File: src/rtl/uart_rx_fifo_if.sv
// Receiver-to-FIFO-to-consumer signal bundle. When UART_RX_FIFO_ALMOST_FULL_EN
// is defined, the bundle also carries almost_full.
interface uart_rx_fifo_if #(
  parameter int WIDTH = 8,
  parameter int DEPTH = 16
);
  localparam int CW = $clog2(DEPTH) + 1;

  logic [WIDTH-1:0] rx_data;
  logic             rx_ready;
  logic             rx_can_receive;
  logic [WIDTH-1:0] out_data;
  logic             out_valid;
  logic             out_ready;
  logic [CW-1:0]    count;
  logic             overflow;
`ifdef UART_RX_FIFO_ALMOST_FULL_EN
  logic             almost_full;

  modport slave  (input  rx_data, rx_ready, out_ready,
                  output rx_can_receive, out_data, out_valid, count, overflow, almost_full);
  modport master (output rx_data, rx_ready, out_ready,
                  input  rx_can_receive, out_data, out_valid, count, overflow, almost_full);
`else
  modport slave  (input  rx_data, rx_ready, out_ready,
                  output rx_can_receive, out_data, out_valid, count, overflow);
  modport master (output rx_data, rx_ready, out_ready,
                  input  rx_can_receive, out_data, out_valid, count, overflow);
`endif
endinterface

File: src/rtl/uart_rx_fifo.sv
// FWFT receive buffer behind the UART receiver, with flow control back to it.
// UART_RX_FIFO_ALMOST_FULL_EN lowers rx_can_receive by a headroom margin and adds almost_full.
module uart_rx_fifo #(
  parameter int WIDTH                = 8,
  parameter int DEPTH                = 16,
  parameter int ALMOST_FULL_HEADROOM = 2
) (
  input  logic           clock,
  input  logic           resetn,
  uart_rx_fifo_if.slave  bus
);
  localparam int PW = $clog2(DEPTH);
  localparam int CW = PW + 1;
  localparam logic [CW-1:0] FULL_CNT = CW'(DEPTH);
`ifdef UART_RX_FIFO_ALMOST_FULL_EN
  localparam logic [CW-1:0] RECV_LIM = CW'(DEPTH - ALMOST_FULL_HEADROOM);
`else
  localparam logic [CW-1:0] RECV_LIM = FULL_CNT;
`endif

  logic [WIDTH-1:0] mem_q [DEPTH];
  logic [PW-1:0]    wr_ptr_q, wr_ptr_d, rd_ptr_q, rd_ptr_d;
  logic [CW-1:0]    count_q, count_d;
  logic             rx_ready_q, overflow_q, overflow_d;
  logic             push, pop, full, wr_en;

  // Edge-detect so a level that stays high still yields a single push.
  assign push  = bus.rx_ready & ~rx_ready_q;
  assign full  = (count_q == FULL_CNT);
  assign pop   = (count_q != '0) & bus.out_ready;
  assign wr_en = push & (~full | pop);

  always_comb begin
    wr_ptr_d   = wr_ptr_q;
    rd_ptr_d   = rd_ptr_q;
    count_d    = count_q;
    overflow_d = push & full & ~pop;
    if (wr_en) wr_ptr_d = wr_ptr_q + PW'(1);
    if (pop)   rd_ptr_d = rd_ptr_q + PW'(1);
    if (wr_en && !pop)      count_d = count_q + CW'(1);
    else if (pop && !wr_en) count_d = count_q - CW'(1);
  end

  always_ff @(posedge clock) begin
    if (!resetn) begin
      wr_ptr_q   <= '0;
      rd_ptr_q   <= '0;
      count_q    <= '0;
      rx_ready_q <= 1'b0;
      overflow_q <= 1'b0;
    end else begin
      wr_ptr_q   <= wr_ptr_d;
      rd_ptr_q   <= rd_ptr_d;
      count_q    <= count_d;
      rx_ready_q <= bus.rx_ready;
      overflow_q <= overflow_d;
    end
  end

  // Storage is deliberately left uncleared by reset.
  always_ff @(posedge clock) begin
    if (resetn && wr_en) mem_q[wr_ptr_q] <= bus.rx_data;
  end

  assign bus.out_data       = mem_q[rd_ptr_q];
  assign bus.out_valid      = (count_q != '0);
  assign bus.count          = count_q;
  assign bus.overflow       = overflow_q;
  assign bus.rx_can_receive = (count_q < RECV_LIM);
`ifdef UART_RX_FIFO_ALMOST_FULL_EN
  assign bus.almost_full    = ~bus.rx_can_receive;
`endif
endmodule

File: src/flat_wrapper.sv
// flat-port wrapper written by rule: the top's interface ports become plain ports
module uart_rx_fifo_flat 
#(
  parameter int WIDTH                = 8,
  parameter int DEPTH                = 16,
  parameter int ALMOST_FULL_HEADROOM = 2
)
  (clock, resetn, bus_rx_data, bus_rx_ready, bus_out_ready, bus_rx_can_receive, bus_out_data, bus_out_valid, bus_count, bus_overflow);
  uart_rx_fifo_if #(.WIDTH(WIDTH), .DEPTH(DEPTH)) bus_i ();
  input  logic clock;
  input  logic resetn;
  input wire logic [$bits(bus_i.rx_data)-1:0] bus_rx_data;
  input wire logic [$bits(bus_i.rx_ready)-1:0] bus_rx_ready;
  input wire logic [$bits(bus_i.out_ready)-1:0] bus_out_ready;
  output wire logic [$bits(bus_i.rx_can_receive)-1:0] bus_rx_can_receive;
  output wire logic [$bits(bus_i.out_data)-1:0] bus_out_data;
  output wire logic [$bits(bus_i.out_valid)-1:0] bus_out_valid;
  output wire logic [$bits(bus_i.count)-1:0] bus_count;
  output wire logic [$bits(bus_i.overflow)-1:0] bus_overflow;
  assign bus_i.rx_data = bus_rx_data;
  assign bus_i.rx_ready = bus_rx_ready;
  assign bus_i.out_ready = bus_out_ready;
  assign bus_rx_can_receive = bus_i.rx_can_receive;
  assign bus_out_data = bus_i.out_data;
  assign bus_out_valid = bus_i.out_valid;
  assign bus_count = bus_i.count;
  assign bus_overflow = bus_i.overflow;
  uart_rx_fifo #(.WIDTH(WIDTH), .DEPTH(DEPTH), .ALMOST_FULL_HEADROOM(ALMOST_FULL_HEADROOM)) u_core (.clock(clock), .resetn(resetn), .bus(bus_i));
endmodule
File: config.mk
export PLATFORM = sky130hd
export DESIGN_NAME = uart_rx_fifo_flat
export DESIGN_NICKNAME = d
export VERILOG_FILES = /design/src/rtl/uart_rx_fifo_if.sv /design/src/rtl/uart_rx_fifo.sv /design/src/flat_wrapper.sv
export SDC_FILE = /design/constraint.sdc
export NUM_CORES = 1
export LEC_CHECK = 0
export CORE_MARGIN = 1.5
export CORE_UTILIZATION = 30
export CTS_CLUSTER_DIAMETER = 80
export DETAILED_ROUTE_END_ITERATION = 8
export GPL_TIMING_DRIVEN = 0
export RECOVER_POWER = 50
export SETUP_SLACK_MARGIN = 0.02
export SYNTH_ARGS = -nofsm -noshare
export SYNTH_HDL_FRONTEND = slang
export SYNTH_SLANG_ARGS = --single-unit
File: constraint.sdc
create_clock -name clock -period 4.4 [get_ports clock]
set_input_delay 0.88 -clock clock [delete_from_list [all_inputs] [get_ports clock]]
set_output_delay 0.88 -clock clock [all_outputs]
set_load 0.01 [all_outputs]
Word level (Yosys, flattened, before mapping)
Memory sizes are Yosys's and may differ from the RTL's. A register that Yosys moved wholly into a read port is not among the register bits.
Cells that the tools add are included.
- flip-flop bits (word level): 15
- RAM bits: 128
- output and inout bits: 16
- logic and storage cells: 34
- memories: 1
- add/subtract/negate cells: 4
- magnitude comparators: 1
- equality and inequality tests: 1
- muxes and demuxes: 6
- bitwise logic cells: 9
- reductions and logical operators: 7
- memory list (memory ; words ; width ; rd ports ; clocked after memory_dff ; write ports ; RTL line ; RTL):
    u_core.mem_q ; 16 ; 8 ; 1 ; 1 ; 1 ; uart_rx_fifo.sv:21 ; logic [WIDTH-1:0] mem_q [DEPTH];
- operator list (cell ; count):
    2-to-1 mux 5 bit ; 2
    adder 4 x 1 -> 4 bit, second input constant ; 2
    2-to-1 mux 4 bit ; 2
    adder 5 x 1 -> 5 bit, second input constant ; 1
    bitwise AND 1 bit ; 5
    == test 5 bit, second input constant ; 1
    < comparator 5 bit, second input constant ; 1
    nonzero test 5 bit ; 1
    subtractor 5 x 1 -> 5 bit, second input constant ; 1
    logical AND 1 bit ; 3
    inverter 1 bit ; 3
    zero test 1 bit ; 2
    2-to-1 mux 1 bit ; 2
    nonzero test 2 bit ; 1
    OR 1 bit ; 1

Depth between registers and ports, before layout
- depth in word-level cells: 8
- gate-level depth with buffers: 9
- mapped depth without buffers: 9

Least setup slack after synthesis
Ideal clock, no wire load.
- path type: input to register
- start point: input port bus_rx_ready
- end point: register u_core.count_q[4] (netlist: u_core.bus.count[4])
- library setup time: 0.072 ns
- arrival: 2.518 ns
- path slack: 1.811 ns
- cell stages on the path: 9
- path through: nand2b_1 > a21oi_1 > ha_1 > inv_1 > ha_1 > a21oi_1 > a211oi_1 > a31oi_1 > mux2i_1
- cells in the longest elaborated chain, start to end: 5
- ends and longest elaborated chain (what ; RTL line ; RTL):
    from (decl) ; flat_wrapper.sv:13 ; input wire logic [$bits(bus_i.rx_ready)-1:0] bus_rx_ready;
    bitwise AND 1 bit (*) ; uart_rx_fifo.sv:28 ; assign push = bus.rx_ready & ~rx_ready_q;
    bitwise AND 1 bit (*) ; uart_rx_fifo.sv:31 ; assign wr_en = push & (~full | pop);
    zero test 1 bit ; uart_rx_fifo.sv:41 ; else if (pop && !wr_en) count_d = count_q - CW'(1);
    logical AND 1 bit ; uart_rx_fifo.sv:41 ;
    nonzero test 2 bit (no source line) ; n/a ;
    to (signal assigned) ; uart_rx_fifo.sv:54 ; count_q <= count_d;
    to (decl) ; uart_rx_fifo.sv:23 ; logic [CW-1:0] count_q, count_d;
Mark *: on every way between the ends. The rest lies on a longest branch, timed or not.
A chain may end at the register's enable or synchronous reset.

==> impl_metrics.csv <==
group,metric,value,unit
logic_synthesis,ys.flop_type,"edfxtp_1",
sta,max_slew_margin,0.3800,
grt,grt_first_pass_wirelength,17150,um
detailed_routing,drt_pass1_iterations,4,
clock_network,cts_buffers,17,
detailed_routing,vias,2951,
clock_network,cts_tree,"done",
power_and_ir_drop,power_density,535.4,nW/um^2
final_layout,layout-drive-gt1-share,0.1772,
job,maxCapViolCount,0,
critical_path,worstSetupStartpointType,"register",
min_path,min_to,"u_core.bus.count[4]$_SDFFE_PN0P_",
clock_network,h-tree-depth,4,
critical_path,end_kind,"primary output",
sta,hold_viol,0,
clock_network,cts.sinks,147,
clock_network,clkTransAtPathRegs,0.06,ns
place,port-buffer-count,27,
detailed_routing,via_per_inst,4.625,
critical_path,arrival,2.77,ns
sta,fin_crit_sh,0.8300,
min_path,min-delay-start,"u_core.bus.count[4]$_SDFFE_PN0P_",
critical_path,max_stage_delay,0.56,ns
detailed_routing,ant_nets,0,
min_path,min_path_cells,2,
logic_synthesis,ys_ff_latch,147,
run_status,status,"complete, no violations",
clock_network,cts_buffer_depth,2,
logic_synthesis,synth-edff-count,128,
clock_network,insertion_delay,0.42,ns
floorplan,die_w,142.2,um
logic_synthesis,avgSynthCellArea,18.17,sq um
sta,skew,0.01284,ns
critical_path,critPathSlowestCell,"clkbuf_1",
final_layout,fin_nets,388,
detailed_routing,routedWlPerCell,17.58,um
place,gp_congestion,0.7875,
critical_path,reg2reg_from,"u_core.bus.count[0]$_SDFFE_PN0P_",
final_layout,num_antenna_cells,0,
min_path,hp-class,"register to register",
critical_path,crit_type,"register to primary output",
critical_path,ff2ff_path_depth,9,
sta,rsz0062_at_grt,"no",
critical_path,path_max_fanout,10,
sta,layout_min_cycle_time,3.652,ns
place,hpwl,7451,um
critical_path,ff2ff_setup_slack,1.17,ns
logic_synthesis,syn-num-nets,342,
floorplan,die-area,20220,sq um
sta,finalSetupTns,0,ns
grt,first_global_vias,3048,
floorplan,core-area,18830,sq um
sta,drv_slew,0,
critical_path,reg2reg_to,"u_core.bus.count[4]$_SDFFE_PN0P_",
critical_path,worstPathCellList,"clkbuf_1 > mux4_2 > a22oi_1 > nand2_1 > clkdlybuf4s50_1",
sta,finalSetupViolCount,0,
clock_network,cts-root-buf,"clkbuf_16",
floorplan,num_rows,50,
grt,grt_max_degree,17,
logic_synthesis,ys_types,37,
detailed_routing,drc,0,
detailed_routing,totalWireLength,11220,um
grt,antenna_found_initial,1,
logic_synthesis,async_flop_share,0,
grt,grt.total_usage,0.1196,
logic_synthesis,syn_inst,320,
detailed_routing,drt_iter0_drc,216,
place,dpl.cell_count,607,
final_layout,syn_to_final_growth,19.18,%
floorplan,start_util,0.3087,
sta,worstMarginPinSlew,0.9266,ns
sta,holdWs,0.5498,ns
logic_synthesis,ys_seq_area_frac,0.7266,
clock_network,hold_buffers,0,
sta,max_freq,0.2738,GHz
logic_synthesis,syn_area,5813,sq um
logic_synthesis,ys_warn_count,0,
clock_network,post-cts-setup-buffers,0,
final_layout,n_fill_cell,1735,
floorplan,num_io_pins,28,
floorplan,dieHeight,142.2,um
critical_path,critPathRequiredTime,3.52,ns
place,place_area,6409,sq um
final_layout,fin_area,6928,sq um
power_and_ir_drop,ir_worst_vdd,0.3091,mV
power_and_ir_drop,power_leakage,2.205,nW
clock_network,cts_resized,0,
grt,grt_overflow,0,
final_layout,finalNonFillerCells,638,
cells in the mapped netlist, types with 2 or more instances:
cell type  count  area (sq um)
edfxtp_1     128          3844
mux4_2        32         720.7
nor2_1        30         112.6
dfxtp_1       19         380.4
a22oi_1       16         120.1
nand2_1       16         60.06
ha_1           9         112.6
nand3_1        8         40.04
clkbuf_1       7         26.28
a21oi_1        6         30.03
inv_1          6         22.52
buf_2          4         20.02
mux2i_1        4         40.04
xor2_1         3         26.28
a21o_1         2         15.01
and2_1         2         12.51
buf_1          2         7.510
nor2b_1        2         12.51
nor4_1         2         12.51
o211ai_1       2         15.01
o21a_1         2         15.01
or3_1          2         12.51
xnor2_1        2         17.52
state kept, by name, indices dropped and copies added, names as in the netlist, named ones only:
signal,cells
u_core.bus.count,5
u_core.rd_ptr_q,4
u_core.bus.overflow,1
u_core.rx_ready_q,1
u_core.mem_q,128
u_core.wr_ptr_q,4
power breakdown:
part | internal [mW] | switching, mW
combinational | 0.408 | 0.389
sequential | 1.56 | 0.0433
clock | 0.770 | 0.540
layout make-up:
class                      instances  area, sq um  area share
tap                              260        325.3     0.04696
inverter                           6        22.52    0.003251
clock inverter                    13        112.6     0.01625
sequential                       147         4224      0.6097
buffer                            14        57.56    0.008308
clock buffer                      18        429.2     0.06195
multi-input combinational        153         1486      0.2146
timing repair buffer              27        270.3     0.03901
per-stage QoR:
stage / setup WS [ns] / power, mW / utilization
after detailed placement: 0.8067 / 2.463 / 0.3403
final: 0.7480 / 3.709 / 0.3679
after global placement: 0.9467 / 2.442 / 0.3403
after floorplan: 1.811 / 2.175 / -
after CTS: 0.7153 / 3.772 / 0.3691
after global routing: 0.6167 / 3.874 / 0.3679
kinds of logic (layout without fill, tap and decap cells):
| group | count (synthesis) | after routing | synth area share |
|---|---|---|---|
| compound gates | 34 | 34 | 0.04262 |
| mux | 36 | 36 | 0.1309 |
| simple gates | 68 | 68 | 0.05445 |
| xor+xnor | 5 | 5 | 0.007535 |
| buf+inv | 20 | 78 | 0.01507 |
| flops | 147 | 147 | 0.7266 |
| fa+ha+maj | 10 | 10 | 0.02282 |
worst max-delay path, delay by kind of cell (launching register included):
kind,cells,cell delay [ns]
mux,1,0.43
compound gates,1,0.34
buf+inv,2,1.04
simple gates,1,0.09
flops,1,0.46
worst max-delay path by stage:
stage,startpoint,to,slack (ns),depth (start not counted)
after floorplan,bus_rx_ready,u_core.bus.count[4]$_SDFFE_PN0P_,1.81,9
after global placement,bus_out_ready,u_core.bus.count[4]$_SDFFE_PN0P_,0.95,10
after detailed placement,bus_out_ready,u_core.bus.count[4]$_SDFFE_PN0P_,0.81,10
after CTS,register,bus_out_data[3],0.72,5
after global routing,register,bus_out_data[7],0.62,6
final,register,bus_out_data[3],0.75,5
layer usage:
layer  up-vias  track usage  part of all wire
li1       1362            -                 -
met1      1500       0.1507              0.44
met2        76       0.1959              0.49
met3        11      0.03432             0.054
met4         2      0.04558            0.0073
met5         -            0            0.0011
cell usage in the layout (no fill, tap or decap), types with 4 or more instances in the layout:
| master | n |
|---|---|
| dlygate4sd3_1 | 13 |
| a22oi_1 | 16 |
| a21oi_1 | 6 |
| nand3_1 | 8 |
| ha_1 | 9 |
| clkinvlp_4 | 4 |
| clkdlybuf4s50_1 | 14 |
| edfxtp_1 | 128 |
| clkbuf_1 | 9 |
| inv_1 | 6 |
| dfxtp_1 | 19 |
| nand2_1 | 16 |
| nor2_1 | 30 |
| clkbuf_16 | 17 |
| buf_2 | 4 |
| mux2i_1 | 4 |
| mux4_2 | 32 |
Power figures use the tool's default switching activity.
==> RTL change: new RTL, same flow settings <==
`WIDTH` is set to 8 in 3 places; all go to 10.
--- a/src/rtl/uart_rx_fifo_if.sv
+++ b/src/rtl/uart_rx_fifo_if.sv
@@ -1,7 +1,7 @@
 // Receiver-to-FIFO-to-consumer signal bundle. When UART_RX_FIFO_ALMOST_FULL_EN
 // is defined, the bundle also carries almost_full.
 interface uart_rx_fifo_if #(
-  parameter int WIDTH = 8,
+  parameter int WIDTH = 10,
   parameter int DEPTH = 16
 );
   localparam int CW = $clog2(DEPTH) + 1;
--- a/src/rtl/uart_rx_fifo.sv
+++ b/src/rtl/uart_rx_fifo.sv
@@ -1,7 +1,7 @@
 // FWFT receive buffer behind the UART receiver, with flow control back to it.
 // UART_RX_FIFO_ALMOST_FULL_EN lowers rx_can_receive by a headroom margin and adds almost_full.
 module uart_rx_fifo #(
-  parameter int WIDTH                = 8,
+  parameter int WIDTH                = 10,
   parameter int DEPTH                = 16,
   parameter int ALMOST_FULL_HEADROOM = 2
 ) (
--- a/src/flat_wrapper.sv
+++ b/src/flat_wrapper.sv
@@ -1,7 +1,7 @@
 // flat-port wrapper written by rule: the top's interface ports become plain ports
 module uart_rx_fifo_flat 
 #(
-  parameter int WIDTH                = 8,
+  parameter int WIDTH                = 10,
   parameter int DEPTH                = 16,
   parameter int ALMOST_FULL_HEADROOM = 2
 )
Ports: changed (resized bus_out_data and bus_rx_data); port bits go from 28 to 32. The function was not compared with the original's and may differ.
==> RTL change against the unedited design <==
Synthesized area is 20% higher. Total power rose by 15%. Sequential cell count rose by 32. Critical endpoint is now bus_out_data[0]. Final area is 19% higher. Critical path depth increased by 1. Setup slack lost 0.067 ns. Routed wire length up 24%. Core utilization down 0.69 points.
==> RTL change: results (changes against the unedited design) <==
outcome=complete, no violations; number of multi-input logic gates=167 (+9.2%); Buffers on Ports=31 (+15%); maximum fanout along the worst path=10 (unchanged); Synth Warn #=0 (unchanged); first-pass GRT wire length=21400 um (+25%); Leak Pwr=2.59 nW (+18%); initial antenna violation count=2 (+1); clock-cell share of area=6.57% (-1.2 points); RD Place Congestion=0.770 (-2.2%); vias per inst=4.69 (+1.3%); Worst-path clk slew=0.06 ns (about the same); Avg Inst Size Synth=19.0 um^2 (+4.7%); Slowest cell on crit path=mux4_2; synthesized netlist net count=392 (+15%); Commonest cells post-synth=edfxtp_1 (160), mux4_2 (40), nor2_1 (30), a22oi_1 (20), dfxtp_1 (19); Switching Power=1.12 mW (+15%); top post-synthesis cells by area=edfxtp_1 (69%), mux4_2 (13%), dfxtp_1 (5.4%), a22oi_1 (2.1%), ha_1 (1.6%); share of layout cells above drive strength 1=17.9% (+0.14 points); complex-gate fraction of the synthesized area=3.97% (-0.29 points); Max Root-Sink Buffers=2 (unchanged); Adder-Cell Fraction of Synth Area=1.89% (-0.39 points); detailed placer's ending HPWL=8840 um (+19%); Slew @ Worst Pin=1.18 ns (+0.255 ns); Tapcells=313 (+20%); Total Nets Final=442 (+14%); flip-flop and latch count=179 (+22%); post-synthesis mux area share=13.4% (+0.36 points); vias in the first global route=3684 (+21%); XOR/XNOR share of the synthesized area=0.626% (-0.13 points); Post-Route WL=13900 um (+24%); placed instance count=712 (+17%); ys async rst share=0% (unchanged); Comb power=0.939 mW (+18%); GRT Total Usage=12.2% (+0.26 points); Largest register FFs=160 (+25%); 1st-iter DRT viols=220 (+1.9%); register area share after synthesis=74.1% (+1.4 points); r2r setup slk=1.21 ns (+0.04 ns); Synth cell types=37 (unchanged); WP data arrival=2.84 ns (+0.07 ns); fraction of area in registers=63.0% (+2.1 points); final clock skew=0.00630 ns (-0.00655 ns); CLK BUF=19 (+1); multi-input combinational area share=20.7% (-0.73 points); placed inst area=7700 um^2 (+20%); Post-synth EDFFs=160 (+25%); non-clock buffer share of cell area=4.56% (-0.17 points); Post-Layout Cell Count=746 (+17%); # diodes=2 (+2); VDD IR-drop max=0.000232 V (-25%); fillers=2114 (+22%); Buffers, non-clock=47 (+15%)
==> RTL change: cell count changes after synthesis, sizes merged <==
cell	before	now
a22oi	16	20
mux4	32	40
clkbuf	7	9
nand2	16	18
edfxtp	128	160
==> RTL change: through the flow <==
step | worst slack, ns | power [mW] | hold slack, ns | utilization, %
floorplan | 1.81 | 2.61 | 0.507 | -
global placement | 0.948 | 2.92 | 0.526 | 33.8
detailed placement | 0.895 | 2.94 | 0.550 | 33.8
CTS | 0.607 | 4.34 | 0.560 | 36.2
global route | 0.504 | 4.46 | 0.598 | 36.1
finish | 0.681 | 4.27 | 0.551 | 36.1
==> RTL change: layer usage <==
metal	global-route usage (%)	wire length, um	vias up	part of all wire, %
met4	4.31	263	0	1.9
met2	19.8	6720	108	48
li1	-	-	1587	-
met3	3.50	792	15	5.7
met5	0	0	-	0
met1	15.7	6160	1786	44
==> RTL change: worst min-delay path: cells and delay by family, from the launching register on <==
family | cells | cell delay, ns
DFF | 1 | 0.36
and+or+nand+nor | 1 | 0.08
muxes | 1 | 0.06
